<file path="src/rtl/fifo_wr_arbiter.sv">
// fifo_wr_arbiter
//   Round-robin write-port arbiter in front of a single synchronous FIFO.
//   Each cycle it grants at most one of NUM_REQ producers and registers the
//   winning word onto the FIFO write port. A local credit counter tracks the
//   free FIFO entries so the FIFO is never written while full. The FIFO's
//   wr_ack and overflow responses are cross-checked and a sticky err is raised
//   on any inconsistency.
//
// Ports
//   clk, rst_n       clock, asynchronous active-low reset
//   req_valid        per-producer request
//   req_data         per-producer word, producer i at [i*FIFO_WIDTH +: FIFO_WIDTH]
//   req_ready        one-hot grant (combinational), zero when no credit/request
//   fifo_wr_en       registered FIFO write enable
//   fifo_data_in     registered FIFO write data
//   fifo_rd_en       FIFO consumer read enable (credit return)
//   fifo_empty       FIFO empty flag
//   fifo_wr_ack      FIFO write acknowledge, expected one cycle after fifo_wr_en
//   fifo_overflow    FIFO overflow flag
//   grant_id         index of the last accepted producer
//   credits          free entries the arbiter believes remain
//   err              sticky protocol error
//   err_clr          synchronous clear of err (a same-cycle set wins)

module fifo_wr_arbiter #(
  parameter int FIFO_WIDTH = 16,
  parameter int FIFO_DEPTH = 8,
  parameter int NUM_REQ    = 4
) (
  input  logic                          clk,
  input  logic                          rst_n,
  input  logic [NUM_REQ-1:0]            req_valid,
  input  logic [NUM_REQ*FIFO_WIDTH-1:0] req_data,
  output logic [NUM_REQ-1:0]            req_ready,
  output logic                          fifo_wr_en,
  output logic [FIFO_WIDTH-1:0]         fifo_data_in,
  input  logic                          fifo_rd_en,
  input  logic                          fifo_empty,
  input  logic                          fifo_wr_ack,
  input  logic                          fifo_overflow,
  output logic [$clog2(NUM_REQ)-1:0]    grant_id,
  output logic [$clog2(FIFO_DEPTH):0]   credits,
  output logic                          err,
  input  logic                          err_clr
);

  localparam int ID_W = $clog2(NUM_REQ);
  localparam int CR_W = $clog2(FIFO_DEPTH) + 1;
  localparam logic [CR_W-1:0] CREDIT_MAX = CR_W'(FIFO_DEPTH);
  localparam logic [ID_W-1:0] LAST_ID    = ID_W'(NUM_REQ - 1);

  logic [ID_W-1:0]       rr_ptr;
  logic [ID_W-1:0]       win_id;
  logic                  win_found;
  logic [FIFO_WIDTH-1:0] win_data;
  logic                  has_credit;
  logic                  xfer;
  logic                  rd_ok;
  logic                  ack_pend;
  logic                  ack_miss;
  logic                  credit_ovf;
  logic                  err_set;
  logic [ID_W-1:0]       rr_next;

  // Search starts at rr_ptr and wraps; the first valid requester wins.
  always_comb begin
    int              idx;
    logic [ID_W-1:0] idx_w;
    idx       = 0;
    idx_w     = '0;
    win_found = 1'b0;
    win_id    = '0;
    for (int k = 0; k < NUM_REQ; k++) begin
      idx   = (int'(rr_ptr) + k) % NUM_REQ;
      idx_w = ID_W'(idx);
      if (!win_found && req_valid[idx_w]) begin
        win_found = 1'b1;
        win_id    = idx_w;
      end
    end
  end

  assign has_credit = (credits != '0);
  assign xfer       = win_found && has_credit;
  assign req_ready  = xfer ? (NUM_REQ'(1) << win_id) : '0;
  assign win_data   = req_data[win_id*FIFO_WIDTH +: FIFO_WIDTH];
  assign rr_next    = (win_id == LAST_ID) ? '0 : win_id + 1'b1;

  assign rd_ok      = fifo_rd_en && !fifo_empty;
  // A returned credit with no matching debit while already at full capacity
  // means the FIFO reported a read the arbiter never wrote.
  assign credit_ovf = rd_ok && !xfer && (credits == CREDIT_MAX);
  assign ack_miss   = ack_pend && !fifo_wr_ack;
  assign err_set    = fifo_overflow || ack_miss || credit_ovf;

  always_ff @(posedge clk or negedge rst_n) begin
    if (!rst_n) begin
      fifo_wr_en   <= 1'b0;
      fifo_data_in <= '0;
      grant_id     <= '0;
      rr_ptr       <= '0;
    end else begin
      fifo_wr_en <= xfer;
      if (xfer) begin
        fifo_data_in <= win_data;
        grant_id     <= win_id;
        rr_ptr       <= rr_next;
      end
    end
  end

  // Debit happens in the accept cycle, a cycle before the FIFO count rises,
  // so the credit view is always at or below the true free space.
  always_ff @(posedge clk or negedge rst_n) begin
    if (!rst_n) begin
      credits <= CREDIT_MAX;
    end else if (xfer && !rd_ok) begin
      credits <= credits - 1'b1;
    end else if (rd_ok && !xfer && (credits != CREDIT_MAX)) begin
      credits <= credits + 1'b1;
    end
  end

  always_ff @(posedge clk or negedge rst_n) begin
    if (!rst_n) begin
      ack_pend <= 1'b0;
      err      <= 1'b0;
    end else begin
      ack_pend <= fifo_wr_en;
      if (err_set) begin
        err <= 1'b1;
      end else if (err_clr) begin
        err <= 1'b0;
      end
    end
  end

endmodule

</file>
<file path="config.mk">
export PLATFORM = sky130hd
export DESIGN_NAME = fifo_wr_arbiter
export DESIGN_NICKNAME = d
export VERILOG_FILES = /design/src/rtl/fifo_wr_arbiter.sv
export SDC_FILE = /design/constraint.sdc
export NUM_CORES = 1
export LEC_CHECK = 0
export ABC_AREA = 1
export CAP_MARGIN = 20
export CORE_AREA = 2 2 76 78
export CTS_CLUSTER_SIZE = 20
export DETAILED_ROUTE_END_ITERATION = 10
export DIE_AREA = 0 0 78 80
export PLACE_DENSITY = 0.79
export SLEW_MARGIN = 20
export SYNTH_ARGS = -nofsm -noshare
export SYNTH_HDL_FRONTEND = slang
export SYNTH_SLANG_ARGS = --single-unit
</file>
<file path="constraint.sdc">
create_clock -name clk -period 4 [get_ports clk]
set_input_delay 1.2 -clock clk [delete_from_list [all_inputs] [get_ports clk]]
set_output_delay 1.2 -clock clk [all_outputs]
set_load 0.01 [all_outputs]
</file>
; After elaboration in Yosys (flattened, before gate mapping)
; Cells that the tools add are included.
; Widths: inputs -> output; s select.
[word_totals]
reg_bits = 27
output_inout_bits = 28
inputBits = 75
[classes]
n_reduce_logical = 22
n_lt_le_gt_ge = 4
mux = 22
n_eq_ne = 3
n_addsub = 6
shift = 2
[ops]
columns = op, n
row1 = $shiftx 64x7->16, 1
row2 = $lt 2x3->1 const B, 4
row3 = $mux 4, 3
row4 = $logic_and 1x1->1, 10
row5 = $mux 1, 10
row6 = $mux 2, 5
row7 = $bmux 1 s2, 4
row8 = $logic_not 1->1, 7
row9 = $add 2x1->2 const B, 2
row10 = $add 2x2->2 const B, 2
row11 = $add 4x1->4 const B, 1
row12 = $eq 4x4->1 const B, 1
row13 = $ne 4x4->1 const B, 1
row14 = $reduce_bool 2->1, 2
row15 = $reduce_bool 4->1, 1
row16 = $shl 1x2->4 const A, 1
row17 = $sub 4x1->4 const B, 1
row18 = $eq 2x2->1 const B, 1
row19 = $logic_or 1x1->1, 2

; Logic depth before layout (Yosys ltp)
; Gate-level depths: netlist of run 1.
[logic_depth]
depth_word = 18
mapped_depth = 19
mapped_depth_nobuf = 18

; Worst setup path after synthesis of run 1
; Ideal clock, no wire load.
[synth_timing]
path_type = input port to output port
start = input req_valid[3]
end = output req_ready[1]
path_stages = 13
required_time_ns = 2.800
arrival_ns = 2.450
setup_slack_ns = 0.350
path_buffers = 1
cell_sequence = inv_1 -> nand2_1 -> nand3_1 -> nand2_1 -> inv_1 -> nand2_1 -> nand2_1 -> nand3_4 -> inv_4 -> buf_6 -> ha_1 -> inv_1 -> nor2_1
[synth_via]
elab_chain_len = 14
[synth_lines]
columns = element, line
row1 = start: declaration, 32  ; input logic [NUM_REQ-1:0] req_valid,
row2 = $bmux 1 s2, 76  ; if (!win_found && req_valid[idx_w]) begin
row3 = $mux 1 (not written as such), 76
row4 = $mux 1, 76
row5 = $logic_not 1->1, 76
row6 = $logic_and 1x1->1, 76
row7 = $mux 1, 76
row8 = $logic_not 1->1, 76
row9 = $logic_and 1x1->1, 76
row10 = $mux 1, 76
row11 = $logic_not 1->1, 76
row12 = $logic_and 1x1->1, 76
row13 = $mux 2 (*), 76
row14 = named net win_id[0], 53  ; logic [ID_W-1:0] win_id;
row15 = $shl 1x2->4 (*), 85  ; assign req_ready = xfer ? (NUM_REQ'(1) << win_id) : '0;
row16 = $mux 4 (*), 85
row17 = end: declaration, 34  ; output logic [NUM_REQ-1:0] req_ready,
; Mark *: on every way through the listed nets, which the timed path passes. The rest lies on a longest branch. The select of a mux whose other input is x is not followed.

; Worst setup path after layout of run 1
[layout_timing]
start = input req_valid[1]
end = output req_ready[3]
; The elaborated chain is that of the path after synthesis.

==> results.yml, run 1 <==
status:
  outcome: "finished clean"
final_layout:
  area_of_combinational_cells_with_multiple_inputs_sq_mm: 0.00127
  flow.area_growth_from_synthesis_pct: 56.8
  final_cells: 526
  final_layout_size_suffix_gt1_frac: 0.145
  antenna_diode_count: 0
  nNetsFinal: 535
  num-fill-cells: 514
  ff_latch_area_sq_um: 677
floorplanning:
  core_area_sq_mm: 0.00541
  initial_utilization: 0.397
  chip_width_um: 78
  die_area_sq_mm: 0.00624
  fp.dieH_um: 80
  placementRows: 27
  io_pins: 103
worst_setup_path:
  critical_path_arrival_ns: 2.69
  worstPathRequired_ns: 2.80
  timing.critical_path.cells: "dlygate4sd2_1 -> inv_2 -> nand2_2 -> nand3_2 -> nand2_4 -> nor2_4 -> nand2_1 -> nand3_2 -> nand2_4 -> inv_4 -> ha_2 -> inv_1 -> nor2_1 -> buf_2"
  critical_path.startpoint_type: "input pin"
  max_stage_delay_ns: 0.26
  rr_endpoint: "credits[2]"
  critical_path.slowest_cell: "dlygate4sd2_1"
  cp_num_buf_inv: 5
  ff_to_ff_start: "rr_ptr[0]"
  cp_top_family: "simple AND/OR/NAND/NOR gates"
  reg2reg_slack_ns: 1.03
  crit_fanout: 6
  worst-setup-path-type: "in -> out"
  worst-r2r-cell-count: 19
  cp_endpoint_kind: "primary output"
timing:
  fin_hold_ws_ns: 0.402
  setup_violations: 0
  min_period_over_period: 0.972
  timing.fmax_mhz: 257
  max-slew-margin-rel: 0.737
  report.final.slew_viol_count: 0
  final_critical_path_setup_slack_ns: 0.113
  final_period_minus_worst_setup_slack_ns: 3.89
  setup_total_negative_slack_ns: 0
  worst_pin_slew_ns: 0.395
  clock-skew-final_ns: 0.00341
  final_hold_viol_count: 0
global_routing:
  number_of_antenna_violations_at_the_first_check_in_global_routing: 0
  gr-total-overflow: 0
  first_global_vias: 2367
  grt_max_degree: 28
  total_track_usage: 0.207
  first_pass_grt_wire_length_um: 10500
detailed_routing:
  antenna_violation_net_count_after_detailed_routing: 0
  vias: 2433
  detailedRoute.firstPassIterationCount: 4
  postRouteWirelength_um: 6310
  route.detailed.wl_per_inst_um: 12.0
  route.detailed.drc: 0
  drt_iter0_markers: 111
  via_density_per_instance: 4.63
worst_hold_path:
  timing.hold.worst.class: "reg -> reg"
  worst_hold_path.num_cells: 0
  hp-start: "fifo_wr_en"
  min_to: "ack_pend"
pwr:
  worst_ir_drop_vdd_mv: 0.520
  power.density_cell_area_mw_per_mm2: 1010
  total_leakage_power_nw: 1.75
  final_total_power_w: 0.00341
yosys:
  mappedNetlistArea_sq_mm: 0.00215
  synthesis.instances: 342
  synth_seq_cells: 27
  syn_avg_cell_area_sq_um: 6.28
  synth.lib_cells_used.distinct: 25
  synth-edff-count: 0
  synthesis.nets: 422
  seq_area_frac_synth: 0.315
  synth-warning-count: 0
  synth-async-reset-ratio: 1.00
  synth-main-ff-cell: "dfrtp_1"
placement:
  pre_cts_slack_ns: -0.613
  io_port_bufs: 102
  detailedPlacementHpwl_um: 4860
  gp_congestion: 0.824
  placed_cells: 519
clock_tree:
  buffer_cell_driving_the_clock_tree_root: "clkbuf_8"
  clock_insertion_delay_worst_skew_ns: 0.27
  h-tree-depth: 1
  cts_buffer_depth: 2
  clock-sinks: 27
  cts_tree: "yes"
  clock_buffer_count_from_cts: 3
  cts_hold_buffers: 0
  clk_transition_reported_paths_ns: 0.10
flow_run:
  cap_violations: 0
==> cell families after synthesis <==
family	count (synthesis)	share of synthesized area
DFF	27	0.315
adders and majority gates	5	0.0291
xor gates and xnor gates	3	0.0122
buffers and inverters	49	0.122
AOI/OAI and AO/OA	9	0.0239
and+or+nand+nor	249	0.498
==> sequential cells by signal, summed over array words and instances (netlist names) <==
register      count
err               1
ack_pend          1
fifo_data_in     16
credits           4
fifo_wr_en        1
rr_ptr            2
grant_id          2
==> through the flow <==
step | instance area, sq um | util
floorplan | 2150 | -
global placement | 3250 | 0.602
detailed placement | 3250 | 0.602
CTS | 3350 | 0.619
global route | 3370 | 0.623
finish | 3370 | 0.623
==> cell type report <==
| type | instances | share of cell area |
|---|---|---|
| Tap cell | 72 | 0.0267 |
| Clock buffer | 3 | 0.0123 |
| Sequential cell | 27 | 0.201 |
| Clock inverter | 1 | 0.00223 |
| Timing Repair Buffer | 120 | 0.337 |
| Multi-Input combinational cell | 266 | 0.378 |
| Inverter | 37 | 0.0427 |
==> synthesized netlist by cell type, types with 3 or more instances <==
master     n  area share
inv_1     32       0.056
nor2_4     3       0.016
buf_4      4       0.014
xor2_1     3       0.012
nand3_4    3       0.024
o21ai_0    5       0.012
nand2_1  192        0.34
dfrtp_1   26        0.30
buf_6      6       0.031
nand3_1   34       0.079
inv_2      3      0.0052
nand2_2    4       0.012
ha_1       5       0.029
nor2_1    10       0.017
==> how the worst max path moves through the flow <==
| stage | from | to | slack, ns | depth (start not counted) |
|---|---|---|---|---|
| global placement | req_valid[3] | req_ready[3] | -0.53 | 14 |
| detailed placement | req_valid[3] | req_ready[3] | -0.61 | 14 |
| finish | req_valid[1] | req_ready[3] | 0.11 | 14 |
| CTS | req_valid[1] | req_ready[3] | 0.12 | 14 |
| floorplan | req_valid[3] | req_ready[1] | 0.35 | 13 |
| global route | req_valid[3] | req_ready[3] | -0.001 | 14 |
==> timing repair <==
| action | 4_1_cts | 5_1_grt |
|---|---|---|
| setup buffers | 2 | 1 |
| setup endpoints to repair | 4 | 3 |
| pin swaps | 8 | 2 |
| resized for setup | 39 | 5 |
==> cell usage in the layout (no fill, tap or decap), types with 7 or more instances in the layout <==
cell	instances
nand2_1	181
clkdlybuf4s50_1	94
nand3_1	29
inv_1	28
dfrtp_1	26
buf_4	17
nand2_2	13
nor2_1	10
inv_2	7
==> power by group <==
part           switching, W  leakage [nW]  internal, W  total, W
logic               0.00160          1.42      0.00111   0.00271
clock network     0.0000901        0.0217    0.0000707  0.000161
registers          0.000102         0.318     0.000438  0.000540
total               0.00180          1.75      0.00162   0.00341
==> per-layer routing <==
metal	global-route usage	part of all wire	vias to the layer above
li1	-	-	1264
met1	0.242	0.43	1092
met2	0.384	0.49	75
met3	0.0475	0.069	2
met4	0.0456	0.0057	0
met5	0	0	-
No activity file was read; power rests on OpenSTA's default activity.
==> run 2, diff against run 1 <==
--- a/config.mk
+++ b/config.mk
@@ -6,6 +6,7 @@
 export NUM_CORES = 1
 export LEC_CHECK = 0
 export ABC_AREA = 1
+export ABC_CLOCK_PERIOD_IN_PS = 4000
 export CAP_MARGIN = 20
 export CORE_AREA = 2 2 76 78
 export CTS_CLUSTER_SIZE = 20
==> results of run 2 <==
The final DEF is identical to that of run 1; final timing and power are the same.
==> run 3, diff against run 2 <==
--- a/config.mk
+++ b/config.mk
@@ -5,14 +5,13 @@
 export SDC_FILE = /design/constraint.sdc
 export NUM_CORES = 1
 export LEC_CHECK = 0
-export ABC_AREA = 1
 export ABC_CLOCK_PERIOD_IN_PS = 4000
 export CAP_MARGIN = 20
-export CORE_AREA = 2 2 76 78
+export CORE_AREA = 2 2 72 74
 export CTS_CLUSTER_SIZE = 20
 export DETAILED_ROUTE_END_ITERATION = 10
-export DIE_AREA = 0 0 78 80
-export PLACE_DENSITY = 0.79
+export DIE_AREA = 0 0 74 76
+export PLACE_DENSITY = 0.8
 export SLEW_MARGIN = 20
 export SYNTH_ARGS = -nofsm -noshare
 export SYNTH_HDL_FRONTEND = slang
==> run 3 against run 2 <==
  * Worst setup slack better by 0.056 ns
  * Cell count shrank 31%
  * Non-clock buffer count did not move
  * Critical endpoint is now req_ready[0]
  * Largest cell class is now non-clock buffers
==> results.yml, run 3 <==
status:
  outcome: "finished clean"
clock_tree:
  clock_buffer_count_from_cts: 3
  cts_hold_buffers: 0
  buffer_cell_driving_the_clock_tree_root: "clkbuf_8"
  h-tree-depth: 1
  clock_insertion_delay_worst_skew_ns: 0.27
  cts_tree: "yes"
  cts_buffer_depth: 2
  clock-sinks: 27
  clk_transition_reported_paths_ns: 0.09
worst_setup_path:
  critical_path.startpoint_type: "input pin"
  worst-setup-path-type: "in -> out"
  worst-r2r-cell-count: 10
  critical_path_arrival_ns: 2.63
  cp_endpoint_kind: "primary output"
  worstPathRequired_ns: 2.80
  crit_fanout: 4
detailed_routing:
  antenna_violation_net_count_after_detailed_routing: 0
  vias: 1981
  route.detailed.drc: 0
  drt_iter0_markers: 144
  routed-wl-met2_um: 2960
  wl_met3_um: 416
  route.detailed.wl_per_inst_um: 16.4
  via_density_per_instance: 5.44
  top_layer: "met4"
  postRouteWirelength_um: 5970
  routedLengthMet1_um: 2510
  detailedRoute.firstPassIterationCount: 4
placement:
  post_dp_cell_area_sq_mm: 0.00299
  gp_congestion: 0.796
  detailedPlacementHpwl_um: 4420
  io_port_bufs: 102
  pre_cts_slack_ns: -0.478
final_layout:
  largestRegisters: "fifo_data_in: 16 flops, credits: 4 flops"
  final_layout_size_suffix_gt1_frac: 0.190
  largest-register: "fifo_data_in"
  flow.area_growth_from_synthesis_pct: 66.0
  stdcell_area_sq_mm: 0.00307
  most_common_cell_after_layout_fill_and_taps_aside: "clkdlybuf4s50_1"
  largest_register_ffs: 16
  top_library_cells_by_usage_in_the_layout_fill_and_taps_aside: "94 x clkdlybuf4s50_1, 26 x dfrtp_1, 19 x a21oi_1, 18 x nand4_1, 18 x buf_4"
  antenna_diode_count: 0
  nNetsFinal: 375
timing:
  setup_violations: 0
  setup_total_negative_slack_ns: 0
  rsz_0062_raised_after_global_routing: "false"
  fin_hold_ws_ns: 0.393
  worst_pin_slew_ns: 0.701
  max-slew-margin-rel: 0.533
  final_hold_viol_count: 0
  timing.fmax_mhz: 261
  clock-skew-final_ns: 0.00157
  final_critical_path_setup_slack_ns: 0.169
  final_period_minus_worst_setup_slack_ns: 3.83
  min_period_over_period: 0.958
  report.final.slew_viol_count: 0
global_routing:
  number_of_antenna_violations_at_the_first_check_in_global_routing: 0
  total_track_usage: 0.219
  grt_max_degree: 28
  first_pass_grt_wire_length_um: 9690
  first_global_vias: 2037
  gr-total-overflow: 0
yosys:
  synth.top_cell.area_share: 0.352
  netlist_top_cells_count: "26 x dfrtp_1, 20 x a21oi_1, 18 x nand4_1, 16 x a221o_1, 16 x o31ai_1"
  synth-edff-count: 0
  synth-async-reset-ratio: 1.00
  syn_avg_cell_area_sq_um: 10.0
  mappedNetlistArea_sq_mm: 0.00185
  post_synth_main_area_contributors: "dfrtp_1 35%, a221o_1 8.7%, o31ai_1 6.5%"
  synth_seq_cells: 27
  seq_area_frac_synth: 0.366
  synth_most_common_cell: "dfrtp_1"
  synth-main-ff-cell: "dfrtp_1"
  synth-warning-count: 0
  synth.lib_cells_used.distinct: 38
  synthesis.instances: 185
  synthesis.nets: 265
  synth_area_leader_cell: "dfrtp_1"
floorplanning:
  io_pins: 103
  chip_width_um: 74
  die_area_sq_mm: 0.00562
  initial_utilization: 0.376
  placementRows: 26
  fp.dieH_um: 76
  core_area_sq_mm: 0.00491
flow_run:
  cap_violations: 0
worst_hold_path:
  timing.hold.worst.class: "reg -> reg"
  worst_hold_path.num_cells: 0
pwr:
  worst_ir_drop_vdd_mv: 0.425
  power.density_cell_area_mw_per_mm2: 592
  final_total_power_w: 0.00182
  total_leakage_power_nw: 1.27
==> run 3: power by group <==
group / internal [W] / switching [W]
clock network: 0.0000713 / 0.0000845
logic: 0.000623 / 0.000532
registers: 0.000404 / 0.000102
total: 0.00110 / 0.000719
==> run 3: cell type report <==
type	instances	area, sq um
timing repair buffer	120	1130
fill	429	1840
tap	70	87.6
clock buffer	4	45.0
inverter	5	21.3
multi-input combinational	138	1100
sequential	27	677
==> run 3: repair_timing <==
action,4_1_cts,5_1_grt
resized for setup,23,6
setup buffers,2,0
endpoints found under the setup margin,4,3
pin swaps,2,2
==> run 3: critical path, cell delays in order <==
cell and delay, ns:
dlygate4sd2_1 0.32, nor2b_1 0.11, o21a_1 0.23, nor3_4 0.24, inv_4 0.07, ha_1 0.19
and2_1 0.14, buf_2 0.13
==> run 3: per-stage QoR <==
step,utilization,instances
floorplan,-,185
global placement,0.608,357
detailed placement,0.609,358
CTS,0.622,364
global route,0.625,364
finish,0.625,364
==> run 3: per-layer routing <==
layer  vias up  GRT usage
met3         6     0.0516
met5         -          0
met1       950      0.268
met2        81      0.385
li1        944          -
met4         0     0.0436
==> run 3: worst paths after layout <==
check                                   from         endpoint  slack [ns]
worst max-delay path            req_valid[3]     req_ready[0]        0.17
min in group asynchronous              rst_n  fifo_data_in[0]        1.30
worst max register to register    credits[0]       credits[2]        1.74
worst min-delay path              fifo_wr_en         ack_pend        0.39
worst min register to register    fifo_wr_en         ack_pend        0.39
max in group asynchronous              rst_n       credits[3]        2.39
==> run 3: logic make-up (layout without fill, tap and decap cells) <==
logic type,after synthesis,in the layout,synth area share
adders and majority gates,5,5,0.0338
xor gates and xnor gates,3,3,0.0142
muxes,18,18,0.123
DFF,27,27,0.366
AOI/OAI and AO/OA,62,62,0.249
and+or+nand+nor,50,50,0.156
buffers and inverters,20,129,0.0575
